File: config.mk
export PLATFORM = sky130hd
export DESIGN_NAME = id_ex_stage
export DESIGN_NICKNAME = d
export VERILOG_FILES = /design/src/rtl/pipe_pkg.sv /design/src/rtl/fwd_mux.sv /design/src/rtl/id_ex_stage.sv
export SDC_FILE = /design/constraint.sdc
export NUM_CORES = 1
export LEC_CHECK = 0
export CAP_MARGIN = 20
export CORE_ASPECT_RATIO = 0.7
export CORE_UTILIZATION = 30
export DETAILED_ROUTE_END_ITERATION = 8
export DONT_BUFFER_PORTS = 1
export SKIP_CTS_REPAIR_TIMING = 1
export SYNTH_ARGS = -nofsm -noshare
export SYNTH_HDL_FRONTEND = slang
export SYNTH_HIERARCHICAL = 1
export SYNTH_SLANG_ARGS = --single-unit
export TNS_END_PERCENT = 30
File: constraint.sdc
create_clock -name clk -period 2.09 [get_ports clk]
set_input_delay 0 -clock clk [delete_from_list [all_inputs] [get_ports clk]]
set_output_delay 0 -clock clk [all_outputs]
set_load 0.01 [all_outputs]
File: src/rtl/pipe_pkg.sv
// Shared widths, control-bundle layout, ALU op codes and forwarding-select
// encoding for the ID/EX stage and its operand forwarding muxes.
package pipe_pkg;

  localparam int DW     = 32;
  localparam int AW     = 5;
  localparam int CTRL_W = 10;

  localparam int CTRL_REG_WRITE  = 9;
  localparam int CTRL_MEM_READ   = 8;
  localparam int CTRL_MEM_WRITE  = 7;
  localparam int CTRL_MEM_TO_REG = 6;
  localparam int CTRL_ALU_SRC    = 5;
  localparam int CTRL_REG_DST    = 4;
  localparam int CTRL_ALU_OP_MSB = 3;
  localparam int CTRL_ALU_OP_LSB = 0;

  typedef enum logic [3:0] {
    ALU_ADD = 4'd0,
    ALU_SUB = 4'd1,
    ALU_AND = 4'd2,
    ALU_OR  = 4'd3,
    ALU_XOR = 4'd4,
    ALU_NOR = 4'd5,
    ALU_SLT = 4'd6,
    ALU_SLL = 4'd7,
    ALU_SRL = 4'd8,
    ALU_SRA = 4'd9,
    ALU_LUI = 4'd10
  } alu_op_e;

  typedef enum logic [1:0] {
    FWD_RF  = 2'd0,
    FWD_MEM = 2'd1,
    FWD_WB  = 2'd2
  } fwd_sel_e;

  // Everything latched into EX; an all-zero value is a bubble.
  typedef struct packed {
    logic              valid;
    logic [DW-1:0]     pc;
    logic [CTRL_W-1:0] ctrl;
    logic [AW-1:0]     rs;
    logic [AW-1:0]     rt;
    logic [AW-1:0]     wt_addr;
    logic [DW-1:0]     rdata_a;
    logic [DW-1:0]     rdata_b;
    logic [DW-1:0]     imm;
  } ex_regs_t;

  // A producer feeds a consumer only for a real destination (never $0).
  function automatic logic regs_match(input logic [AW-1:0] dst, input logic [AW-1:0] src);
    return (dst != '0) && (dst == src);
  endfunction

endpackage

File: src/rtl/fwd_mux.sv
// Operand forwarding for one EX source register: chooses between the EX/MEM
// ALU result, the MEM/WB write-back data and the value latched from the
// register file, with the younger stage taking priority.
module fwd_mux
  import pipe_pkg::*;
(
  input  logic [AW-1:0] src_i,
  input  logic [DW-1:0] rf_data_i,
  input  logic          exmem_reg_write_i,
  input  logic          exmem_mem_to_reg_i,
  input  logic [AW-1:0] exmem_wt_addr_i,
  input  logic [DW-1:0] exmem_result_i,
  input  logic          wb_reg_write_i,
  input  logic [AW-1:0] wb_wt_addr_i,
  input  logic [DW-1:0] wb_wt_data_i,
  output logic [DW-1:0] data_o
);

  fwd_sel_e sel;

  // Loads in EX/MEM have no data yet, so only ALU results bypass from there.
  always_comb begin
    sel = FWD_RF;
    if (exmem_reg_write_i && !exmem_mem_to_reg_i && regs_match(exmem_wt_addr_i, src_i)) begin
      sel = FWD_MEM;
    end else if (wb_reg_write_i && regs_match(wb_wt_addr_i, src_i)) begin
      sel = FWD_WB;
    end
  end

  // Steer the selected source onto the operand.
  always_comb begin
    data_o = rf_data_i;
    case (sel)
      FWD_MEM: data_o = exmem_result_i;
      FWD_WB:  data_o = wb_wt_data_i;
      default: data_o = rf_data_i;
    endcase
  end

endmodule

File: src/rtl/id_ex_stage.sv
// ID/EX pipeline register of the 5-stage MIPS core: latches decode outputs,
// detects load-use hazards (stalling IF/ID and inserting a bubble), squashes
// the decode slot on a taken branch and forwards EX operands.
// Optional build macro ID_EX_PERF_EN adds stall/flush cycle counters.
module id_ex_stage
  import pipe_pkg::*;
(
  input  logic              clk,
  input  logic              rst,
  input  logic              id_valid,
  input  logic [DW-1:0]     id_pc,
  input  logic [DW-1:0]     id_rdata_a,
  input  logic [DW-1:0]     id_rdata_b,
  input  logic [AW-1:0]     id_rs,
  input  logic [AW-1:0]     id_rt,
  input  logic [AW-1:0]     id_rd,
  input  logic [DW-1:0]     id_imm,
  input  logic [CTRL_W-1:0] id_ctrl,
  input  logic              flush,
  input  logic              exmem_reg_write,
  input  logic              exmem_mem_to_reg,
  input  logic [AW-1:0]     exmem_wt_addr,
  input  logic [DW-1:0]     exmem_result,
  input  logic              wb_L_S,
  input  logic [AW-1:0]     wb_Wt_addr,
  input  logic [DW-1:0]     wb_wt_data,
  output logic              stall,
  output logic              ex_valid,
  output logic [DW-1:0]     ex_pc,
  output logic [CTRL_W-1:0] ex_ctrl,
  output logic [AW-1:0]     ex_rs,
  output logic [AW-1:0]     ex_rt,
  output logic [AW-1:0]     ex_wt_addr,
  output logic [DW-1:0]     ex_op_a,
  output logic [DW-1:0]     ex_op_b,
  output logic [DW-1:0]     ex_alu_b
`ifdef ID_EX_PERF_EN
  ,
  output logic [31:0]       perf_stall_cnt,
  output logic [31:0]       perf_flush_cnt
`endif
);

  ex_regs_t ex_q, ex_d;
  logic     load_use;

  // A load in EX cannot supply its data in time; rt is compared even when unused.
  always_comb begin
    load_use = ex_q.valid && ex_q.ctrl[CTRL_MEM_READ] && id_valid &&
               (regs_match(ex_q.wt_addr, id_rs) || regs_match(ex_q.wt_addr, id_rt));
  end

  assign stall = load_use;

  // Next EX contents: a bubble on flush or stall, otherwise the decode slot.
  always_comb begin
    ex_d = '0;
    if (!flush && !load_use) begin
      ex_d.valid   = id_valid;
      ex_d.pc      = id_pc;
      ex_d.ctrl    = id_valid ? id_ctrl : '0;
      ex_d.rs      = id_rs;
      ex_d.rt      = id_rt;
      ex_d.wt_addr = id_ctrl[CTRL_REG_DST] ? id_rd : id_rt;
      ex_d.rdata_a = id_rdata_a;
      ex_d.rdata_b = id_rdata_b;
      ex_d.imm     = id_imm;
    end
  end

  // Pipeline register with synchronous reset to a bubble.
  always_ff @(posedge clk) begin
    if (rst) begin
      ex_q <= '0;
    end else begin
      ex_q <= ex_d;
    end
  end

  fwd_mux u_fwd_a (
    .src_i              (ex_q.rs),
    .rf_data_i          (ex_q.rdata_a),
    .exmem_reg_write_i  (exmem_reg_write),
    .exmem_mem_to_reg_i (exmem_mem_to_reg),
    .exmem_wt_addr_i    (exmem_wt_addr),
    .exmem_result_i     (exmem_result),
    .wb_reg_write_i     (wb_L_S),
    .wb_wt_addr_i       (wb_Wt_addr),
    .wb_wt_data_i       (wb_wt_data),
    .data_o             (ex_op_a)
  );

  fwd_mux u_fwd_b (
    .src_i              (ex_q.rt),
    .rf_data_i          (ex_q.rdata_b),
    .exmem_reg_write_i  (exmem_reg_write),
    .exmem_mem_to_reg_i (exmem_mem_to_reg),
    .exmem_wt_addr_i    (exmem_wt_addr),
    .exmem_result_i     (exmem_result),
    .wb_reg_write_i     (wb_L_S),
    .wb_wt_addr_i       (wb_Wt_addr),
    .wb_wt_data_i       (wb_wt_data),
    .data_o             (ex_op_b)
  );

  assign ex_valid   = ex_q.valid;
  assign ex_pc      = ex_q.pc;
  assign ex_ctrl    = ex_q.ctrl;
  assign ex_rs      = ex_q.rs;
  assign ex_rt      = ex_q.rt;
  assign ex_wt_addr = ex_q.wt_addr;
  assign ex_alu_b   = ex_q.ctrl[CTRL_ALU_SRC] ? ex_q.imm : ex_op_b;

`ifdef ID_EX_PERF_EN
  logic [31:0] perf_stall_q, perf_flush_q;

  // Independent free-running counts of stall and flush cycles; both may step together.
  always_ff @(posedge clk) begin
    if (rst) begin
      perf_stall_q <= '0;
      perf_flush_q <= '0;
    end else begin
      if (load_use) perf_stall_q <= perf_stall_q + 32'd1;
      if (flush)    perf_flush_q <= perf_flush_q + 32'd1;
    end
  end

  assign perf_stall_cnt = perf_stall_q;
  assign perf_flush_cnt = perf_flush_q;
`endif

endmodule

==> results of run 1 <==
-- power breakdown --
part,switching [mW],internal [mW],total (mW),leakage (nW)
registers,0.0738,3.05,3.13,1.27
clock network,1.46,2.05,3.51,0.314
logic,0.869,0.696,1.56,2.88
-- cell families (layout without fill, tap and decap cells) --
group	Yosys count	in the layout	share of synthesized area
simple gates	298	298	0.165
flops	154	154	0.342
compound gates	292	293	0.300
buf+inv	190	360	0.122
mux	37	37	0.0455
xor+xnor	26	26	0.0252
-- sequential cells by signal (all words and copies together) (netlist names) --
register,cells
ex_q,96
ex_pc,32
ex_ctrl,10
ex_rs,5
ex_rt,5
ex_wt_addr,5
ex_valid,1
-- cell type report --
| type | count | area share |
|---|---|---|
| clock inverter | 15 | 0.0173 |
| tap | 378 | 0.0371 |
| multi-input combinational | 654 | 0.415 |
| clock buffer | 17 | 0.0334 |
| sequential | 154 | 0.243 |
| inverter | 13 | 0.00383 |
| timing repair buffer | 315 | 0.250 |
-- metal layers --
layer	part of all wire	routed length, um
met1	0.41	15900
met2	0.47	18200
met3	0.091	3540
met4	0.034	1310
met5	0.0011	43
-- worst min-delay path, cell delays in order --
cell	delay, ns
nor2_4	0.06
nand2_2	0.26
a211oi_2	0.07
-- cells in the final DEF (no fill, tap or decap), types with 3 or more instances in the layout --
cell | Yosys | routed
o31ai_2 | 0 | 18
nor4_1 | 66 | 49
a21oi_1 | 141 | 140
a211oi_2 | 9 | 9
nand2_1 | 144 | 144
xnor2_2 | 0 | 5
inv_6 | 0 | 7
inv_1 | 13 | 12
o21ai_4 | 0 | 3
clkbuf_16 | 0 | 22
mux2_4 | 0 | 11
dfxtp_2 | 0 | 9
dlygate4sd3_1 | 0 | 165
nand4_1 | 64 | 64
dfxtp_1 | 154 | 145
o31ai_1 | 64 | 44
mux2_2 | 30 | 20
a21oi_4 | 0 | 3
nand3_1 | 8 | 4
nand3_2 | 0 | 4
buf_4 | 63 | 114
nor4_2 | 0 | 17
mux2i_1 | 5 | 5
a211oi_1 | 5 | 5
buf_12 | 6 | 21
xnor2_1 | 24 | 19
buf_6 | 3 | 7
bufinv_16 | 0 | 4
a31oi_4 | 60 | 61
-- final timing paths --
check                                endpoint  slack (ns)          start
worst max-delay path              ex_alu_b[0]       -0.43       ex_rt[3]
worst min-delay path               ex_ctrl[6]      -0.008            rst
worst max register to register  ex_wt_addr[0]        0.33  ex_wt_addr[1]
worst min register to register       ex_valid        0.94     ex_ctrl[8]
-- stage by stage --
stage	hold slack (ns)	util
floorplan	0.114	-
global placement	0.117	0.337
detailed placement	0.119	0.337
CTS	-0.371	0.359
global route	0.00994	0.436
finish	-0.00782	0.436
==> run metrics, run 1 <==
family with the most delay on the worst path=compound AO/OA/AOI/OAI gates; TNS Setup=-23.81 ns; CP max FO=32; Hold Crit Depth=3; startpoint types=flop; DR vias/cell=5.73; Max Cap Violations=0; ANT cells=0; Syn Area/Cell=9.05 um2; I/O Pins=389; Cell Count, Final, Fillers Out=1,546; layer with the highest usage=met2; power after layout=8.20 mW; CTS Root Cell=clkbuf_16; Final Hold Fails=6; synthesized net count=1,231; Post-Place Setup Slack=-0.0644 ns; Nets=1,389; post-synth top area share=0.342; Worst Slack Setup Final=-0.432 ns; total area of multi-input combinational cells=0.00529 mm2; M3 GR Usage=0.0870; drt drc=0; core area=0.0292 mm2; RSZ-0062 raised after global routing=yes; Rows=52; WL final=38,900 um; CP Cell Sequence=xor2_1, a2111o_1, buf_8, nor4_1, buf_4, a31oi_4, mux2_4; vias in the first global route=7,634; final worst path period share=1.21; grt ovf=0; Post-synth EDFFs=0; cell area after synthesis=0.00902 mm2; Synth warnings=6; DR vias=8,864; cell taking the most area after synthesis=dfxtp_1; Min-Delay Path Class=in -> reg; GRT Overall Usage=0.220; WP buf/inv=2; minimum clock period=2.52 ns; Max Slew Vio Count=0; DP HPWL=25,000 um; TritonCTS clock tree=yes; CTS Buffer Depth=2; routing usage on met1=0.259; Crit. End Element=output pin; die height=147 um; drt wl/cell=25.2 um; GPL Wtd Cong=0.887; dpl cells=1,338; Critical Path AT=2.52 ns; Starting Density=0.309; pwr dens=644 mW/mm2; clock skew=0.0150 ns; Worst EP required=2.09 ns; Die X-Extent=209 um; Unique masters post-synth=37; Clock transition at path regs=0.08 ns; max frequency=0.397 GHz; outcome=finished, violations left; crit-path max cell delay=0.46 ns; Mapped Cells=997; share of layout cells above drive strength 1=0.306; initial DRC count=781; Yosys reg bits=154; GR met2 Demand/Resource=0.357; Primary FF master, synth=dfxtp_1; DRT Pass-1 Iters=5; peak supply drop=0.000486 V; failing checks=negative hold slack, negative setup slack; design area=0.0127 mm2; remaining antenna violation count after routing=0; Synth area leaders=dfxtp_1, a31oi_4, a21oi_1, nand2_1, o31ai_1; Worst Reg-to-Reg Cells=5; crit path kind=reg -> out; hold_ws=-0.00782 ns; Die ar.=0.0308 mm2; measured slew at the worst slew-check pin=0.617 ns; static leakage=4.46 nW; slew margin rel.=0.589; fraction of registers with async set/reset=0; most common cell in the netlist=dfxtp_1; initial antenna violation count=3; port bufs=0; CTS Buf Count=17; Max H-tree Level=4; clk_lat worst skew=0.44 ns; # clock sinks=154; Fillers=2,736; Final setup viols=96; most common library cells after synthesis=dfxtp_1, nand2_1, a21oi_1; Placed Area=0.00983 mm2; Seq/Total Area, Yosys=0.342; global-route wire length before repair=49,900 um; register area=0.00309 mm2; CP max-delay cell=a2111o_1; Worst path depth=7; largest net degree at the start of global routing=94; area delta synth->final=41.2%
Power figures use the tool's default switching activity.
==> inputs of run 2 (changes only) <==
- clock period: 2.09 -> 2.3 ns (I/O delays scaled with it)
==> run metrics, run 2 (synthesis results as in run 1) <==
outcome=finished, violations left; failing checks=negative hold slack, negative setup slack; Critical Path AT=2.50 ns (-0.02 ns); Min-Delay Path Class=in -> reg; max reg flops=96 (unchanged); max frequency=0.401 GHz; Clock transition at path regs=0.07 ns (about the same); Biggest register=ex_q; pwr dens=562 mW/mm2 (-13%); largest net degree at the start of global routing=94 (unchanged); peak supply drop=0.000434 V (-11%); measured slew at the worst slew-check pin=0.732 ns (+0.114 ns); RSZ-0062 raised after global routing=yes; Max H-tree Level=4 (unchanged); WL final=37,900 um (-2.8%); vias in the first global route=7,301 (-4.4%); WP buf/inv=1 (-1); static leakage=4.13 nW (-7.4%); Rows=52 (unchanged); DR vias=8,669 (-2.2%); clock skew=0.00823 ns (-0.00675 ns); Die X-Extent=209 um (unchanged); global-route wire length before repair=48,200 um (-3.3%); family with the most delay on the worst path=compound AO/OA/AOI/OAI gates; DP HPWL=24,400 um (-2.6%); Starting Density=0.309 (unchanged); TritonCTS clock tree=yes; share of layout cells above drive strength 1=0.282 (-0.0240); DR vias/cell=5.77 (+0.67%); initial DRC count=663 (-15%); core area=0.0292 mm2 (unchanged); drt drc=0 (unchanged); total area of multi-input combinational cells=0.00544 mm2 (+2.7%); drt wl/cell=25.2 um (about the same); area delta synth->final=36.9%; commonest non-fill, non-tap cell in the layout=dlygate4sd3_1; Final Hold Fails=3 (-3); crit-path max cell delay=0.51 ns (+0.05 ns); dpl cells=1,291 (-3.5%); GPL Wtd Cong=0.870 (-1.9%); port bufs=0 (unchanged); Final setup viols=78 (-19%); CTS Root Cell=clkbuf_16; initial antenna violation count=4 (+1); remaining antenna violation count after routing=0 (unchanged); Worst EP required=2.30 ns (+0.21 ns); startpoint types=flop; DRT Pass-1 Iters=5 (unchanged); Max Cap Violations=0 (unchanged); CTS Buffer Depth=2 (unchanged); Fillers=2,764 (+1.0%); CP max-delay cell=nor4_1; Max Slew Vio Count=0 (unchanged); crit path kind=reg -> out; most frequent cells in the layout=dlygate4sd3_1, dfxtp_1, nand2_1; hold_ws=-0.0194 ns (-0.0116 ns); grt ovf=0 (unchanged); Worst Slack Setup Final=-0.195 ns (+0.236 ns); I/O Pins=389 (unchanged); # clock sinks=154 (unchanged); clk_lat worst skew=0.43 ns (about the same); register area=0.00309 mm2 (-0.20%); Nets=1,343 (-3.3%); final worst path period share=1.08; CP max FO=21 (-34%); Cell Count, Final, Fillers Out=1,502 (-2.8%); Crit. End Element=output pin; slew margin rel.=0.512 (-0.0762); CP Cell Sequence=xor2_1, a2111o_1, buf_6, nor4_1, a31oi_4, mux2_4; CTS Buf Count=17 (unchanged); Die ar.=0.0308 mm2 (unchanged); GRT Overall Usage=0.213 (-0.00674); die height=147 um (unchanged); minimum clock period=2.50 ns; TNS Setup=-7.09 ns (+16.72 ns)
run 2: changes by cell type in the layout (fill, tap and decap cells not counted), sizes merged:
cell and delta:
buf -52, bufinv -4, clkinv +6, clkinvlp +1, diode +2, dlygate4sd3 +8, inv -4, o21ai -1
run 2: cell type report:
| type | count | share of cell area |
|---|---|---|
| multi-input cells | 653 | 0.440 |
| diodes | 2 | 0.000405 |
| flip-flops and latches | 154 | 0.250 |
| well taps | 378 | 0.0383 |
| clock buffers | 18 | 0.0356 |
| clock inverters | 14 | 0.00932 |
| inverters | 13 | 0.00395 |
| repair buffers | 270 | 0.222 |
run 2: final timing paths:
kind,startpoint,end,cells after the start,slack [ns]
setup reg to reg,ex_wt_addr[4],ex_q[40],5,0.41
hold reg to reg,ex_ctrl[8],ex_rt[4],4,0.92
setup / recovery,ex_rt[3],ex_alu_b[11],6,-0.20
hold / removal,rst,ex_q[77],4,-0.02
run 2: metrics by stage:
stage	instance area (um2)	setup WS, ns	power [mW]	util
2_1_floorplan	9020	0.341	3.60	-
3_3_place_gp	9420	0.101	3.90	0.322
3_5_place_dp	9420	0.112	3.91	0.322
4_1_cts	9970	-0.393	6.65	0.341
5_1_grt	12400	-0.265	7.21	0.423
6_report	12400	-0.195	6.94	0.423
run 2: power breakdown:
group	switching (mW)	internal [mW]	total, mW
logic	0.787	0.593	1.38
clock network	1.28	1.43	2.72
registers	0.0718	2.77	2.85
total	2.14	4.80	6.94
run 2: routing by layer:
metal  up-vias  GRT usage  routed length [um]
met5         -          0                  31
met4         4     0.0919                1200
met3        86     0.0791                3700
met2       528      0.337               17900
met1      4218      0.258               15100
li1       3833          -                   -
run 2: worst register-to-register path, delay by kind of cell, from the launching register on:
family	cells	cell delay (ns)
xor+xnor	1	0.30
simple gates	1	0.17
buf+inv	1	0.33
flops	1	0.38
compound gates	2	0.56
